## src/rtl/wb_sequencer_pkg.sv

```systemverilog
// Shared types and constants for the register-file writeback sequencer.
package wb_pkg;

    // Writeback class handed over by main control.
    typedef enum logic [2:0] {
        ALU   = 3'd0,
        LOAD  = 3'd1,
        HI    = 3'd2,
        LO    = 3'd3,
        SLT   = 3'd4,
        SHIFT = 3'd5,
        LINK  = 3'd6,
        NONE  = 3'd7
    } wb_kind_t;

    // MentoReg write-data mux select codes.
    localparam logic [3:0] SEL_ALU   = 4'd0;
    localparam logic [3:0] SEL_MEM   = 4'd1;
    localparam logic [3:0] SEL_HI    = 4'd2;
    localparam logic [3:0] SEL_LO    = 4'd3;
    localparam logic [3:0] SEL_SP    = 4'd4;  // mux constant input holding SP_INIT
    localparam logic [3:0] SEL_ZERO  = 4'd5;
    localparam logic [3:0] SEL_ONE   = 4'd6;
    localparam logic [3:0] SEL_SHIFT = 4'd7;
    localparam logic [3:0] SEL_PC    = 4'd8;

    // Value wired to the SEL_SP mux input; the sequencer only selects it.
    localparam int SP_INIT = 227;

    typedef enum logic [2:0] {
        S_INIT     = 3'd0,
        S_IDLE     = 3'd1,
        S_WAIT_MEM = 3'd2,
        S_WAIT_MD  = 3'd3,
        S_WRITE    = 3'd4,
        S_ABORT    = 3'd5
    } state_t;

    // Mux select used during the WRITE cycle for a given class.
    function automatic logic [3:0] sel_for_kind(input wb_kind_t kind, input logic lt);
        case (kind)
            ALU:     sel_for_kind = SEL_ALU;
            LOAD:    sel_for_kind = SEL_MEM;
            HI:      sel_for_kind = SEL_HI;
            LO:      sel_for_kind = SEL_LO;
            SLT:     sel_for_kind = lt ? SEL_ONE : SEL_ZERO;
            SHIFT:   sel_for_kind = SEL_SHIFT;
            LINK:    sel_for_kind = SEL_PC;
            default: sel_for_kind = SEL_ALU;
        endcase
    endfunction

endpackage

```

## src/rtl/wb_sequencer_if.sv

```systemverilog
// Handshake and register-file write bus between main control and the sequencer.
interface wb_sequencer_if;
    logic               start;
    wb_pkg::wb_kind_t   wb_kind;
    logic [4:0]         dest;
    logic               lt_flag;
    logic               md_busy;
    logic [3:0]         mux_sel;
    logic               reg_write;
    logic [4:0]         wr_reg;
    logic               busy;
    logic               done;
    logic               err;

    // Main control / datapath side.
    modport master (
        output start, wb_kind, dest, lt_flag, md_busy,
        input  mux_sel, reg_write, wr_reg, busy, done, err
    );

    // Sequencer side.
    modport slave (
        input  start, wb_kind, dest, lt_flag, md_busy,
        output mux_sel, reg_write, wr_reg, busy, done, err
    );
endinterface

```

## src/rtl/wb_sequencer.sv

```systemverilog
// Multicycle writeback controller: one register-file write per instruction,
// waiting on memory latency or the mult/div unit as needed. After reset it
// writes the stack-pointer init value.
module wb_sequencer
    import wb_pkg::*;
#(
    parameter int MEM_LAT    = 1,
    parameter int MD_TIMEOUT = 64,
    parameter int SP_REG     = 29,
    parameter int LINK_REG   = 31
) (
    input  logic          clk,
    input  logic          reset_n,
    wb_sequencer_if.slave bus
);

    // One counter serves both waits: it must hold MD_TIMEOUT-1 and MEM_LAT-1 (<=14).
    localparam int CNT_W = $clog2(MD_TIMEOUT > 16 ? MD_TIMEOUT : 16);

    state_t           state, state_next;
    logic [CNT_W-1:0] cnt, cnt_next;
    logic             accept;
    wb_kind_t         kind_q;
    logic [4:0]       dest_q;
    logic             lt_q;
    logic [4:0]       wr_addr;

    // LINK always targets the link register; every other class uses dest.
    assign wr_addr = (kind_q == LINK) ? 5'(LINK_REG) : dest_q;

    // State, wait counter and per-instruction operand latches.
    always_ff @(posedge clk) begin
        if (!reset_n) begin
            state  <= S_INIT;
            cnt    <= '0;
            kind_q <= NONE;
            dest_q <= '0;
            lt_q   <= 1'b0;
        end else begin
            state <= state_next;
            cnt   <= cnt_next;
            if (accept) begin
                kind_q <= bus.wb_kind;
                dest_q <= bus.dest;
                lt_q   <= bus.lt_flag;
            end
        end
    end

    // Next-state and counter update; start is only honoured in IDLE.
    always_comb begin
        state_next = state;
        cnt_next   = cnt;
        accept     = 1'b0;
        case (state)
            S_INIT: state_next = S_IDLE;
            S_IDLE: begin
                if (bus.start) begin
                    accept = 1'b1;
                    case (bus.wb_kind)
                        LOAD: begin
                            state_next = S_WAIT_MEM;
                            cnt_next   = CNT_W'(MEM_LAT - 1);
                        end
                        HI, LO: begin
                            state_next = S_WAIT_MD;
                            cnt_next   = '0;
                        end
                        default: state_next = S_WRITE;
                    endcase
                end
            end
            S_WAIT_MEM: begin
                if (cnt == '0) state_next = S_WRITE;
                else           cnt_next   = cnt - 1'b1;
            end
            S_WAIT_MD: begin
                if (!bus.md_busy)                       state_next = S_WRITE;
                else if (cnt == CNT_W'(MD_TIMEOUT - 1)) state_next = S_ABORT;
                else                                    cnt_next   = cnt + 1'b1;
            end
            S_WRITE, S_ABORT: state_next = S_IDLE;
            default: state_next = S_INIT;
        endcase
    end

    // Moore output decode, forced to the reset values while reset_n is low.
    always_comb begin
        bus.mux_sel   = SEL_ALU;
        bus.reg_write = 1'b0;
        bus.wr_reg    = '0;
        bus.busy      = 1'b1;
        bus.done      = 1'b0;
        bus.err       = 1'b0;
        case (state)
            S_INIT: begin
                bus.reg_write = 1'b1;
                bus.wr_reg    = 5'(SP_REG);
                bus.mux_sel   = SEL_SP;
            end
            S_IDLE: bus.busy = 1'b0;
            S_WRITE: begin
                bus.done      = 1'b1;
                bus.mux_sel   = sel_for_kind(kind_q, lt_q);
                bus.wr_reg    = wr_addr;
                // $zero is never written, and NONE only reports completion.
                bus.reg_write = (kind_q != NONE) && (wr_addr != 5'd0);
            end
            S_ABORT: bus.err = 1'b1;
            default: ;
        endcase
        if (!reset_n) begin
            bus.mux_sel   = SEL_ALU;
            bus.reg_write = 1'b0;
            bus.wr_reg    = '0;
            bus.busy      = 1'b1;
            bus.done      = 1'b0;
            bus.err       = 1'b0;
        end
    end

endmodule

```

## src/flat_wrapper.sv

```systemverilog
// flat-port wrapper written by rule: the top's interface ports become plain ports
module wb_sequencer_flat import wb_pkg::*;
#(
    parameter int MEM_LAT    = 1,
    parameter int MD_TIMEOUT = 64,
    parameter int SP_REG     = 29,
    parameter int LINK_REG   = 31
)
  (clk, reset_n, bus_start, bus_wb_kind, bus_dest, bus_lt_flag, bus_md_busy, bus_mux_sel, bus_reg_write, bus_wr_reg, bus_busy, bus_done, bus_err);
  wb_sequencer_if bus_i ();
  input  logic clk;
  input  logic reset_n;
  input wire logic [$bits(bus_i.start)-1:0] bus_start;
  input wire logic [$bits(bus_i.wb_kind)-1:0] bus_wb_kind;
  input wire logic [$bits(bus_i.dest)-1:0] bus_dest;
  input wire logic [$bits(bus_i.lt_flag)-1:0] bus_lt_flag;
  input wire logic [$bits(bus_i.md_busy)-1:0] bus_md_busy;
  output wire logic [$bits(bus_i.mux_sel)-1:0] bus_mux_sel;
  output wire logic [$bits(bus_i.reg_write)-1:0] bus_reg_write;
  output wire logic [$bits(bus_i.wr_reg)-1:0] bus_wr_reg;
  output wire logic [$bits(bus_i.busy)-1:0] bus_busy;
  output wire logic [$bits(bus_i.done)-1:0] bus_done;
  output wire logic [$bits(bus_i.err)-1:0] bus_err;
  assign bus_i.start = bus_start;
  assign bus_i.wb_kind = bus_wb_kind;
  assign bus_i.dest = bus_dest;
  assign bus_i.lt_flag = bus_lt_flag;
  assign bus_i.md_busy = bus_md_busy;
  assign bus_mux_sel = bus_i.mux_sel;
  assign bus_reg_write = bus_i.reg_write;
  assign bus_wr_reg = bus_i.wr_reg;
  assign bus_busy = bus_i.busy;
  assign bus_done = bus_i.done;
  assign bus_err = bus_i.err;
  wb_sequencer #(.MEM_LAT(MEM_LAT), .MD_TIMEOUT(MD_TIMEOUT), .SP_REG(SP_REG), .LINK_REG(LINK_REG)) u_core (.clk(clk), .reset_n(reset_n), .bus(bus_i));
endmodule
```

## config.mk

```make
export PLATFORM = sky130hd
export DESIGN_NAME = wb_sequencer_flat
export DESIGN_NICKNAME = d
export VERILOG_FILES = /design/src/rtl/wb_sequencer_pkg.sv /design/src/rtl/wb_sequencer_if.sv /design/src/rtl/wb_sequencer.sv /design/src/flat_wrapper.sv
export SDC_FILE = /design/constraint.sdc
export NUM_CORES = 1
export LEC_CHECK = 0
export ABC_AREA = 1
export CORE_ASPECT_RATIO = 1.25
export CORE_MARGIN = 10
export CORE_UTILIZATION = 40
export DETAILED_ROUTE_END_ITERATION = 7
export HOLD_SLACK_MARGIN = 0.02
export PLACE_DENSITY = 0.72
export SETUP_SLACK_MARGIN = 0.1
export SYNTH_ARGS = -nofsm -noshare
export SYNTH_HDL_FRONTEND = slang
export SYNTH_SLANG_ARGS = --single-unit
```

## constraint.sdc

```tcl
create_clock -name clk -period 2.2 [get_ports clk]
set_input_delay 0.33 -clock clk [delete_from_list [all_inputs] [get_ports clk]]
set_output_delay 0.33 -clock clk [all_outputs]
set_load 0.05 [all_outputs]
```

==> results of run 1 <==
-- metal layers --
| metal | global-route usage | vias to the layer above | routed length (um) |
|---|---|---|---|
| li1 | - | 655 | - |
| met1 | 0.130 | 546 | 1350 |
| met2 | 0.207 | 29 | 1550 |
| met3 | 0.0193 | 7 | 112 |
| met4 | 0.0504 | 0 | 73 |
| met5 | 0 | - | 0 |
-- critical path, delay by kind of cell, from the launching register on --
kind,cells,cell delay (ns)
AOI/OAI and AO/OA,1,0.17
DFF,1,0.53
buffers and inverters,2,0.37
and+or+nand+nor,2,0.30
-- worst min path at each step --
stage                           from               end  slack, ns  depth (start not counted)
floorplan                u_core.lt_q       u_core.lt_q       0.44                          2
global placement    u_core.dest_q[2]  u_core.dest_q[2]       0.46                          2
detailed placement       u_core.lt_q       u_core.lt_q       0.47                          2
CTS                      u_core.lt_q       u_core.lt_q       0.49                          2
global route        u_core.dest_q[2]  u_core.dest_q[2]       0.51                          2
finish              u_core.dest_q[2]  u_core.dest_q[2]       0.49                          2
-- flip-flops by register name (all words and copies together) (netlist names) --
signal / flops
u_core.state: 3
u_core.dest_q: 5
u_core.kind_q: 3
u_core.cnt: 6
u_core.lt_q: 1
-- timing repair --
item                       in CTS  in global routing
gates cloned                    0                  0
setup endpoints to repair       1                  1
setup buffers                   0                  1
resized for setup               1                  1
pin swaps                       0                  1
-- cells by family (layout without fill, tap and decap cells) --
| group | count (synthesis) | count (layout) | share of synthesized area |
|---|---|---|---|
| buffers and inverters | 31 | 61 | 0.102 |
| AND/OR/NAND/NOR | 100 | 100 | 0.395 |
| XOR/XNOR | 1 | 1 | 0.00725 |
| AO/OA/AOI/OAI | 31 | 31 | 0.139 |
| adder cells (fa/ha/maj) | 5 | 5 | 0.0580 |
| flip-flops | 18 | 18 | 0.298 |
-- cell type report --
cell class / count / area, um2 / area share
Multi-Input combinational cell: 137 / 763 / 0.445
Timing Repair Buffer: 28 / 403 / 0.235
Clock buffer: 4 / 36.3 / 0.0211
Inverter: 29 / 109 / 0.0634
Sequential cell: 18 / 360 / 0.210
Tap cell: 36 / 45.0 / 0.0262
-- per-stage QoR --
| step | instances | utilization | setup slack [ns] | power, mW |
|---|---|---|---|---|
| 2_1_floorplan | 186 | - | 0.197 | 0.680 |
| 3_3_place_gp | 247 | 0.569 | 0.192 | 0.844 |
| 3_5_place_dp | 247 | 0.569 | 0.131 | 0.851 |
| 4_1_cts | 251 | 0.583 | 0.169 | 1.06 |
| 5_1_grt | 252 | 0.588 | 0.0941 | 1.12 |
| 6_report | 252 | 0.588 | 0.188 | 1.06 |
-- report_power, final --
group          internal [mW]  switching, mW  total [mW]
Sequential             0.357         0.0273       0.384
Combinational          0.192          0.273       0.464
Clock                  0.101          0.110       0.211
Total                  0.649          0.410        1.06
-- cells in the final DEF (no fill, tap or decap), types with 2 or more instances in the layout --
master / netlist / layout
sky130_fd_sc_hd__a21oi_2: 0 / 2
sky130_fd_sc_hd__o211ai_1: 2 / 2
sky130_fd_sc_hd__ha_1: 4 / 4
sky130_fd_sc_hd__clkdlybuf4s50_1: 0 / 12
sky130_fd_sc_hd__nand3_4: 1 / 2
sky130_fd_sc_hd__nor2_1: 21 / 18
sky130_fd_sc_hd__nand2_4: 2 / 2
sky130_fd_sc_hd__buf_4: 0 / 3
sky130_fd_sc_hd__nor2_4: 3 / 4
sky130_fd_sc_hd__inv_1: 27 / 27
sky130_fd_sc_hd__o21ai_1: 3 / 3
sky130_fd_sc_hd__nand2_2: 4 / 4
sky130_fd_sc_hd__a31oi_1: 4 / 4
sky130_fd_sc_hd__clkbuf_4: 0 / 3
sky130_fd_sc_hd__nor2_2: 3 / 5
sky130_fd_sc_hd__dfxtp_1: 18 / 18
sky130_fd_sc_hd__or2_2: 2 / 2
sky130_fd_sc_hd__nand3_1: 11 / 10
sky130_fd_sc_hd__a21oi_1: 17 / 15
sky130_fd_sc_hd__nand2_1: 48 / 48
sky130_fd_sc_hd__buf_12: 0 / 13
sky130_fd_sc_hd__o21ai_0: 4 / 4
==> metrics.json, run 1 <==
{
  "outcome": "completed",
  "setup-tns-final_ns": 0,
  "hold_viol": 0,
  "grt_pass1_wl_um": 5460,
  "peakVddDrop_mv": 0.416,
  "postSynthRegisterBits": 18,
  "ant_nets": 0,
  "report.final.slew_viol_count": 0,
  "netlist_top_cells_area": "sky130_fd_sc_hd__dfxtp_1, sky130_fd_sc_hd__nand2_1, sky130_fd_sc_hd__inv_1, sky130_fd_sc_hd__a21oi_1, sky130_fd_sc_hd__nor2_1",
  "timing.critical_path.slowest_cell_delay_ns": 0.53,
  "synth.lib_cells_used.distinct": 28,
  "critical_path.cell_chain": "inv_1 -> nor2_4 -> nand2_1 -> a21oi_2 -> buf_12",
  "dpl_cell_area_mm2": 0.00166,
  "library_cell_contributing_the_largest_single_delay_on_the_critical_path": "sky130_fd_sc_hd__dfxtp_1",
  "number_of_enable_flip_flop_cells_after_synthesis": 0,
  "min_period_ns": 2.01,
  "worst_setup_path_end_kind": "primary output",
  "overflow": 0,
  "routed_wirelength_um": 3080,
  "critical_path.startpoint_type": "flop",
  "biggest_fanout_along_the_worst_timing_path": 6,
  "finalInstanceArea_mm2": 0.00172,
  "post-route-drc-count": 0,
  "synth-main-ff-cell": "sky130_fd_sc_hd__dfxtp_1",
  "cts-hold-fix-buffers": 0,
  "rsz_0062_raised_after_global_routing": "true",
  "via_per_inst": 4.91,
  "drt_pass1_iterations": 4,
  "grt_pass1_vias": 1179,
  "post_route_cells_drive_above_1_share": 0.204,
  "synth_top_cell_by_area": "sky130_fd_sc_hd__dfxtp_1",
  "synthArstFlopShare": 0,
  "min-delay-path-class": "reg -> reg",
  "post_synth.cell_area_avg_um2": 6.50,
  "timing.critical_path.to": "bus_mux_sel[1]",
  "die_h_um": 81.5,
  "number_of_cts_inserted_buffers": 3,
  "synth.cells.most_frequent": "sky130_fd_sc_hd__nand2_1, sky130_fd_sc_hd__inv_1, sky130_fd_sc_hd__nor2_1",
  "powerDensity_mw_per_mm2": 617,
  "cts_tree": "yes",
  "reg2reg_slack_ns": 0.31,
  "r2r-end": "u_core.cnt[5]",
  "longest_clk_path_bufs": 2,
  "relative_area_change_from_synthesis_to_final_layout_pct": 42.0,
  "placement.io_buffers": 25,
  "clk_latency_ns": 0.30,
  "nNetsFinal": 235,
  "reg2regPathDepth": 10,
  "cts.htree.levels": 1,
  "core.rowCount": 22,
  "ys.warnings.count": 0,
  "post_synth_instance_area_mm2": 0.00121,
  "avgRoutedWirePerCell_um": 12.2,
  "gr-usage-all-layers": 0.114,
  "synth.most_common_cell": "sky130_fd_sc_hd__nand2_1",
  "finalWeightedCongestion": 0.829,
  "n_antenna_cell": 0,
  "required_time_at_the_endpoint_of_the_critical_path_ns": 1.87,
  "cts.clk_slew.worst_paths_ns": 0.10,
  "setup.worst_path.start": "u_core.state[2]",
  "count_of_maximum_capacitance_violations": 0,
  "worst_slew_pin_slew_ns": 0.327,
  "filler_cell_count": 293,
  "worst_slew_margin_rel": 0.780,
  "syn-instance-count": 186,
  "tritoncts_num_sinks": 18,
  "dr_total_vias": 1237,
  "holdWs_ns": 0.487,
  "detailedRoute.firstIterationViolations": 47,
  "fp.dieW_um": 69.2,
  "grt_max_degree": 15,
  "initial_utilization": 0.414,
  "synth_nets": 204,
  "num_io_pins": 26,
  "grt_antenna_before_repair": 0,
  "placeableCoreArea_mm2": 0.00292,
  "fmax_mhz": 497,
  "hpwlAfterDp_um": 2610,
  "critical_path_class": "reg -> out",
  "root_buffer": "sky130_fd_sc_hd__clkbuf_4",
  "yosys.area.top_type_share": 0.298,
  "reg2reg_from": "u_core.state[0]",
  "finalClockSkew_ns": 0.00489,
  "number_of_failing_setup_endpoints_in_the_final_timing_report": 0,
  "timing.critical_path.arrival_ns": 1.68,
  "cellLeakagePower_nw": 0.786,
  "timing.final.crit_share": 0.915,
  "seq_area_frac_synth": 0.298,
  "dieArea_mm2": 0.00563
}
(Power assumes the default switching activity.)
==> inputs of run 2 (changes only) <==
Settings changed: CAP_MARGIN set to 20.
==> results of run 2 <==
Final layout, timing and power as in run 1 (identical DEF).
==> variant: new RTL, flow settings as in run 1 <==
`MD_TIMEOUT` is set to 64 in 2 places; all go to 128.
--- a/src/rtl/wb_sequencer.sv
+++ b/src/rtl/wb_sequencer.sv
@@ -5,7 +5,7 @@
     import wb_pkg::*;
 #(
     parameter int MEM_LAT    = 1,
-    parameter int MD_TIMEOUT = 64,
+    parameter int MD_TIMEOUT = 128,
     parameter int SP_REG     = 29,
     parameter int LINK_REG   = 31
 ) (
--- a/src/flat_wrapper.sv
+++ b/src/flat_wrapper.sv
@@ -2,7 +2,7 @@
 module wb_sequencer_flat import wb_pkg::*;
 #(
     parameter int MEM_LAT    = 1,
-    parameter int MD_TIMEOUT = 64,
+    parameter int MD_TIMEOUT = 128,
     parameter int SP_REG     = 29,
     parameter int LINK_REG   = 31
 )
Check against the original RTL: same outputs for any inputs over 10 cycles, from zero or initial values and one cycle with reset_n low; that may be too few to reach the edited logic, so the function may still have changed.
==> variant against run 1 <==
Routed wire length is 10% higher; non-clock buffer count unchanged; area after synthesis rose by 8.8%; final cell count is 10% higher; final area rose by 7.4%; sequential cell count increased by 1; setup slack better by 20 ps.
Power is not compared: it rests on default switching activity, and its combinational part moved more than twofold at a synthesized area within 25%.
==> variant: results (changes against run 1) <==
[synth]
syn-cell-area_sq_um=1315  ; was 1209 sq um
synth_xor_area_share_pct=0.6660  ; was 0.7246%
seq_area_frac_synth_pct=28.92  ; was 29.81%
ys_top_cells_by_count=nand2_1 (48), nor2_1 (33), inv_1 (28)  ; was nand2_1 (48), inv_1 (27), nor2_1 (21)
synth_compound_area_share_pct=13.32  ; was 13.87%
yosysUniqueCellTypes=27  ; was 28
synth.top_cells.by_area=dfxtp_1 (29%), nand2_1 (14%), nor2_1 (9.4%), inv_1 (8.0%), a21oi_1 (6.1%)  ; was dfxtp_1 (30%), nand2_1 (15%), inv_1 (8.4%), a21oi_1 (7.0%), nor2_1 (6.5%)
syn_area_per_cell_sq_um=6.262  ; was 6.498 sq um
synthAdderAreaFrac_pct=6.280  ; was 5.797%
synth_nets=229  ; was 204

[clock_network]
clock_latency_ps=260  ; was 300 ps
cts-root-buf=clkbuf_8  ; was clkbuf_4
path_clk_slew_ps=70  ; was 100 ps

[min_path]
hold_end=u_core.lt_q  ; was u_core.dest_q[2]

[detailed_routing]
finalWirelength_microns=3389  ; was 3082 microns
wl_met1_microns=1461  ; was 1347 microns
avgViaCountPerCell=4.971  ; was 4.909
top_layer=met4  ; unchanged
met2_length_microns=1698  ; was 1549 microns
avgRoutedWirePerCell_microns=12.19  ; was 12.23 microns
wl_met3_microns=185  ; was 112 microns

[timing]
clock_skew_ps=2.276  ; was 4.893 ps
tightest_slew_ps=343.8  ; was 326.5 ps
fin_hold_ws_ps=477.8  ; was 487.5 ps

[grt]
grt.met1_usage_pct=11.84  ; was 12.98%
grt_use_met2_pct=20.82  ; was 20.70%
grt_pass1_vias=1355  ; was 1,179
grtUsageMet3_pct=3.214  ; was 1.930%
grt_max_degree=13  ; was 15
grt_usage_pct=11.52  ; was 11.43%
grt_pass1_wl_microns=5927  ; was 5457 microns

[setup_path]
r2r_slack_ps=290  ; was 310 ps
rr_endpoint=u_core.cnt[3]  ; was u_core.cnt[5]
cp.arrival_ps=1660  ; was 1680 ps
cp_max_fo=3  ; was 6
reg2reg_depth=9  ; was 10

[cells_and_area]
top_regs=u_core.cnt: 7 flops, u_core.dest_q: 5 flops  ; was u_core.cnt: 6 flops, u_core.dest_q: 5 flops
drive_gt1_share_pct=20.33  ; was 20.37%
stdcell_area_sq_um=1844  ; was 1717 sq um
fin_nets=261  ; was 235
nFillCells=307  ; was 293

[status]
outcome=finished clean  ; unchanged

[place]
io_buffers=25  ; unchanged
pre_cts_ws_ps=130.7  ; was 131.3 ps
dp.cells=274  ; was 247
post-dp-hpwl_microns=2728  ; was 2606 microns

-- variant: cell types whose count changed after synthesis, sizes merged, moves of 3 or more --
cell,change
nand2,-3
o21ai,+9
nor2,+14
nor3,+3
a31oi,-4
inv,+6
-- variant: power by group through the flow --
stage | sequential (mW) | clock, mW | combinational [mW]
4_1_cts | 0.569 | 0.254 | 1.58
3_5_place_dp | 0.575 | 0 | 1.58
6_report | 0.576 | 0.250 | 1.58
5_1_grt | 0.592 | 0.266 | 1.78
2_1_floorplan | 0.545 | 0 | 1.07
3_3_place_gp | 0.573 | 0 | 1.56
-- variant: how the worst max path moves through the flow --
stage / from / cells after the start / slack (ps) / endpoint
floorplan: u_core.state[1] / 7 / -50 / bus_mux_sel[1]
global placement: reset_n / 8 / 190 / bus_mux_sel[1]
detailed placement: reset_n / 8 / 130 / bus_mux_sel[1]
CTS: reset_n / 8 / 130 / bus_mux_sel[1]
global route: u_core.state[0] / 7 / 110 / u_core.cnt[4]
finish: reset_n / 8 / 210 / bus_wr_reg[1]
-- variant: area by class of cell --
cell class / count / share of cell area [%]
multi-input combinational: 156 / 45.45
timing repair buffer: 28 / 21.85
sequential: 19 / 20.69
inverter: 34 / 7.056
tap: 37 / 2.510
clock buffer: 4 / 2.442
-- variant: logic make-up after synthesis --
| kind of cell | Yosys count |
|---|---|
| compound gates | 34 |
| xor+xnor | 1 |
| fa+ha+maj | 6 |
| buf+inv | 35 |
| flops | 19 |
| simple gates | 115 |
-- variant: timing repair --
item                                    in CTS  in global routing
endpoints found under the hold margin        0                  0
hold buffers                                 0                  0
endpoints found under the setup margin       0                  4
gates resized for setup                      0                  4
-- variant: worst max-delay path, stage by stage --
cell,delay [ps]
clkdlybuf4s50_1,490
inv_2,50
nor2_2,140
inv_2,70
nor2_4,140
inv_1,110
a21oi_2,170
buf_12,160
